**src/rtl/tft_timing_ctrl.sv**
```systemverilog
// TFT panel timing generator for an 800x480 RGB565 panel.
// Free-running horizontal/vertical counters produce a combinational pixel
// request (with active-area coordinates) toward the upstream pixel source.
// The returned pixel and HS/VS/DE are registered together, so everything on
// the panel pins lags the counter state by exactly one clock and stays aligned.
module tft_timing_ctrl #(
  parameter int H_SYNC  = 128,
  parameter int H_BACK  = 88,
  parameter int H_DISP  = 800,
  parameter int H_FRONT = 40,
  parameter int V_SYNC  = 2,
  parameter int V_BACK  = 33,
  parameter int V_DISP  = 480,
  parameter int V_FRONT = 10
) (
  input  logic        Clk,
  input  logic        Reset,
  input  logic [15:0] Data_in,
  output logic        Data_req,
  output logic [10:0] hcount,
  output logic [9:0]  vcount,
  output logic [15:0] TFT_rgb,
  output logic        TFT_hs,
  output logic        TFT_vs,
  output logic        TFT_de,
  output logic        TFT_clk,
  output logic        TFT_BL
);

  localparam int H_TOTAL = H_SYNC + H_BACK + H_DISP + H_FRONT;
  localparam int V_TOTAL = V_SYNC + V_BACK + V_DISP + V_FRONT;

  localparam logic [10:0] H_LAST     = 11'(H_TOTAL - 1);
  localparam logic [10:0] H_SYNC_END = 11'(H_SYNC);
  localparam logic [10:0] H_START    = 11'(H_SYNC + H_BACK);
  localparam logic [10:0] H_END      = 11'(H_SYNC + H_BACK + H_DISP);

  localparam logic [9:0]  V_LAST     = 10'(V_TOTAL - 1);
  localparam logic [9:0]  V_SYNC_END = 10'(V_SYNC);
  localparam logic [9:0]  V_START    = 10'(V_SYNC + V_BACK);
  localparam logic [9:0]  V_END      = 10'(V_SYNC + V_BACK + V_DISP);

  logic [10:0] hcnt_q, hcnt_d;
  logic [9:0]  vcnt_q, vcnt_d;
  logic        hact, vact, req;

  logic        de_q, de_d;
  logic [15:0] rgb_q, rgb_d;
  logic        hs_q, hs_d;
  logic        vs_q, vs_d;
  logic        bl_q, bl_d;

  // Next counter values: line wrap advances the line counter, which wraps at frame end.
  always_comb begin
    hcnt_d = hcnt_q + 11'd1;
    vcnt_d = vcnt_q;
    if (hcnt_q == H_LAST) begin
      hcnt_d = 11'd0;
      if (vcnt_q == V_LAST) begin
        vcnt_d = 10'd0;
      end else begin
        vcnt_d = vcnt_q + 10'd1;
      end
    end
  end

  // Counter registers; reset parks the raster at the start of a frame.
  always_ff @(posedge Clk) begin
    if (Reset) begin
      hcnt_q <= 11'd0;
      vcnt_q <= 10'd0;
    end else begin
      hcnt_q <= hcnt_d;
      vcnt_q <= vcnt_d;
    end
  end

  // Pixel request and active-area coordinates, decoded straight from the counters.
  always_comb begin
    hact   = (hcnt_q >= H_START) && (hcnt_q < H_END);
    vact   = (vcnt_q >= V_START) && (vcnt_q < V_END);
    req    = hact && vact && !Reset;
    hcount = 11'd0;
    vcount = 10'd0;
    if (req) begin
      hcount = hcnt_q - H_START;
      vcount = vcnt_q - V_START;
    end
  end

  // Panel-side next values; the pixel bus is blanked to zero outside the active window.
  always_comb begin
    de_d  = req;
    rgb_d = req ? Data_in : 16'h0000;
    hs_d  = (hcnt_q >= H_SYNC_END);
    vs_d  = (vcnt_q >= V_SYNC_END);
    bl_d  = 1'b1;
  end

  // Panel output registers; syncs idle high and backlight stays off while in reset.
  always_ff @(posedge Clk) begin
    if (Reset) begin
      de_q  <= 1'b0;
      rgb_q <= 16'h0000;
      hs_q  <= 1'b1;
      vs_q  <= 1'b1;
      bl_q  <= 1'b0;
    end else begin
      de_q  <= de_d;
      rgb_q <= rgb_d;
      hs_q  <= hs_d;
      vs_q  <= vs_d;
      bl_q  <= bl_d;
    end
  end

  assign Data_req = req;
  assign TFT_de   = de_q;
  assign TFT_rgb  = rgb_q;
  assign TFT_hs   = hs_q;
  assign TFT_vs   = vs_q;
  assign TFT_BL   = bl_q;
  assign TFT_clk  = Clk;

endmodule
```
**config.mk**
```make
export PLATFORM = sky130hd
export DESIGN_NAME = tft_timing_ctrl
export DESIGN_NICKNAME = d
export VERILOG_FILES = /design/src/rtl/tft_timing_ctrl.sv
export SDC_FILE = /design/constraint.sdc
export NUM_CORES = 1
export LEC_CHECK = 0
export BUFFER_PORTS_ARGS = -buffer_cell sky130_fd_sc_hd__buf_2
export CORE_MARGIN = 3
export CORE_UTILIZATION = 40
export CTS_CLUSTER_SIZE = 28
export DETAILED_ROUTE_END_ITERATION = 16
export PLACE_DENSITY = 0.62
export SLEW_MARGIN = 20
export SYNTH_ARGS = -nofsm -noshare
export SYNTH_HDL_FRONTEND = slang
export SYNTH_SLANG_ARGS = --single-unit
```
**constraint.sdc**
```tcl
create_clock -name Clk -period 2.6 [get_ports Clk]
set_input_delay 0.13 -clock Clk [delete_from_list [all_inputs] [get_ports Clk]]
set_output_delay 0.13 -clock Clk [all_outputs]
set_load 0.03 [all_outputs]
```
==> results_dict.tcl <==
set metrics [dict create \
    outcome "complete, no violations" \
    antenna_found_initial 0 \
    cp-end-kind "output pin" \
    synth_mux_area_frac 0.00497 \
    path_class "flip-flop to output pin" \
    maxCapViolations 0 \
    n_fill_cell 444 \
    crit_arrival_ns 2.30 \
    io-pin-count 61 \
    fin_nets 339 \
    cts.clk_slew.worst_paths_ns 0.09 \
    finClkSkew_ns 0.00893 \
    placed_cell_area_um2 2340 \
    synthAdderAreaFrac 0.0435 \
    irDropWorstVdd_uv 506 \
    antenna_left 0 \
    fin_crit_sh 0.936 \
    syn_area_um2 2010 \
    yosys_warnings 0 \
    fin_area_um2 2710 \
    grt_pass1_wl_um 7940 \
    wl_per_cell_um 12.4 \
    synth_compound_area_frac 0.0876 \
    gr-total-overflow 0 \
    avgSynthCellArea_um2 8.46 \
    ys_ff_latch 41 \
    min_period_ns 2.43 \
    switching_share 0.232 \
    clkLatencyLatePin_ns 0.40 \
    fmax_mhz 411 \
    synth-simple-area-share 0.288 \
    route.detailed.drc 0 \
    tns_ns 0 \
    grt_max_degree 21 \
    pre_cts_ws_ns 0.340 \
    start_util 0.421 \
    synthXorXnorAreaFrac 0.104 \
    area_delta_synth_final_pct 34.3 \
    rsz0062_at_grt "false" \
    dp_hpwl_um 3130 \
    postSynthCellCount 238 \
    worstMarginPinSlew_ns 0.425 \
    final_max_slew_viol_count 0 \
    worstSetupStartpoint "vcnt_q[5]$_SDFFE_PP0P_" \
    required_ns 2.47 \
    grt_pass1_vias 1778 \
    finalWeightedCongestion 0.792 \
    core_area_um2 4790 \
    stdcell_count 382 \
    portBuffers 60 \
    layout-drive-gt1-share 0.283 \
    clkPwrFrac 0.497 \
    die_w_um 77.0 \
    combPwrFrac 0.041 \
    viasPerCell 4.77 \
    grtUsageTotal 0.170 \
    cts_tree "yes" \
    ys_types 41 \
    final_cell_mix "buf_2, dfxtp_1, nor2_1, and2_1" \
    timing.rr.start "vcnt_q[0]$_SDFFE_PP0P_" \
    die_h_um 77.0 \
    critPathMaxFanout 19 \
    switching_power_mw 0.321 \
    hold_start "Data_in[11]" \
    drtPass1Iterations 4 \
    diodes 0 \
    wirelength_um 4720 \
    synth.net_count 263 \
    hold_viol_final 0 \
    slew_headroom 0.716 \
    power.density_nw_per_um2 511 \
    ys_seq_area_frac 0.407 \
    setup_viol 0 \
    leakage_nw 1.25 \
    intPower_mw 1.06 \
    hold_path_class "input port to flip-flop" \
    via_count 1821 \
    setup_ws_ns 0.166 \
    fp-row-count 25 \
    dieArea_um2 5920 \
    drt_iter0_markers 102 \
    power_frac_seq 0.462 \
    dp_cells 352 \
    crit_path_start_kind "flip-flop" \
    final_common_cell "buf_2" \
    synth_top_family_by_area "simple AND/OR/NAND/NOR gates" \
]
-- cell families after synthesis --
| family | count (synthesis) |
|---|---|
| xor+xnor | 24 |
| compound gates | 27 |
| mux | 1 |
| simple gates | 110 |
| flops | 41 |
| buf+inv | 28 |
| fa+ha+maj | 7 |
-- sequential cells by signal, indices dropped and copies added, names as in the netlist --
name / count
TFT_vs: 1
TFT_hs: 1
hcnt_q: 11
TFT_rgb: 16
TFT_BL: 1
TFT_de: 1
vcnt_q: 10
-- metrics by stage --
step	power, mW	utilization	hold WS, ns
after CTS	1.40	0.559	0.442
final	1.38	0.565	0.457
after global placement	0.739	0.489	0.297
after global routing	1.44	0.565	0.445
after floorplan	0.730	-	0.252
after detailed placement	0.739	0.489	0.297
-- routing by layer --
layer  track usage  routed length (µm)
met1         0.207                2220
met2         0.255                2110
met3        0.0669                 307
met4        0.0960                  89
met5             0                   0
-- critical path, stage by stage (launching register included) --
cell and delay (ns):
dfxtp_1 0.40, or4_4 0.58, o21ai_1 0.18, o2111ai_2 0.19, buf_6 0.21, a21oi_1 0.12
buf_2 0.21
-- power by group through the flow --
stage / registers [mW] / logic, mW / clock network, mW
finish: 0.639 / 0.0570 / 0.687
global route: 0.641 / 0.0624 / 0.734
CTS: 0.639 / 0.0558 / 0.706
detailed placement: 0.654 / 0.0362 / 0.0485
global placement: 0.655 / 0.0364 / 0.0485
floorplan: 0.658 / 0.0140 / 0.0576
-- synthesized netlist by cell type, drive strengths merged --
cell / count / area [µm²]
clkbuf: 8 / 30.0
nand4: 4 / 25.0
o41ai: 1 / 8.76
o21ai: 4 / 23.8
or3: 6 / 42.5
a21oi: 12 / 60.1
and3: 2 / 12.5
o211ai: 2 / 15.0
nor3: 4 / 20.0
nor2: 34 / 128
a31o: 1 / 8.76
a2111o: 1 / 11.3
buf: 9 / 58.8
and4: 3 / 26.3
nand3: 9 / 45.0
nor4b: 1 / 15.0
a2bb2oi: 1 / 8.76
xnor2: 15 / 131
mux2i: 1 / 10.0
nor2b: 1 / 6.26
or2: 1 / 6.26
ha: 7 / 87.6
o31ai: 2 / 15.0
inv: 11 / 41.3
xor2: 9 / 78.8
and2: 19 / 119
o2111ai: 1 / 8.76
or4: 4 / 33.8
nand2b: 2 / 12.5
dfxtp: 41 / 821
a211oi: 1 / 7.51
a311oi: 1 / 8.76
or3b: 1 / 11.3
nand2: 17 / 63.8
nor4: 2 / 12.5
-- worst paths after layout --
path / endpoint / slack (ns) / cells after the start
max: hcount[5] / 0.17 / 6
min: TFT_rgb[11]$_SDFF_PP0_ / 0.46 / 3
max reg2reg: TFT_rgb[0]$_SDFF_PP0_ / 0.45 / 7
min reg2reg: hcnt_q[0]$_SDFF_PP0_ / 0.49 / 1
-- timing repair --
action	CTS	global route
hold buffers	17	0
setup endpoints to repair	3	22
pin swaps	0	1
buffers inserted	0	1
gates resized for setup	2	5
hold endpoints to repair	17	0
cloned	0	1
-- area by class of cell --
cell class                 instances  area [µm²]  share of cell area
multi-input combinational        169        1090               0.401
timing repair inverter             1        5.00             0.00185
timing repair buffer              81         507               0.187
clock inverter                     3        46.3              0.0171
sequential                        41         821               0.303
tap                               67        83.8              0.0310
clock buffer                       9         115              0.0426
inverter                          11        41.3              0.0153
Note: power is estimated with default switching activity, not from simulation.
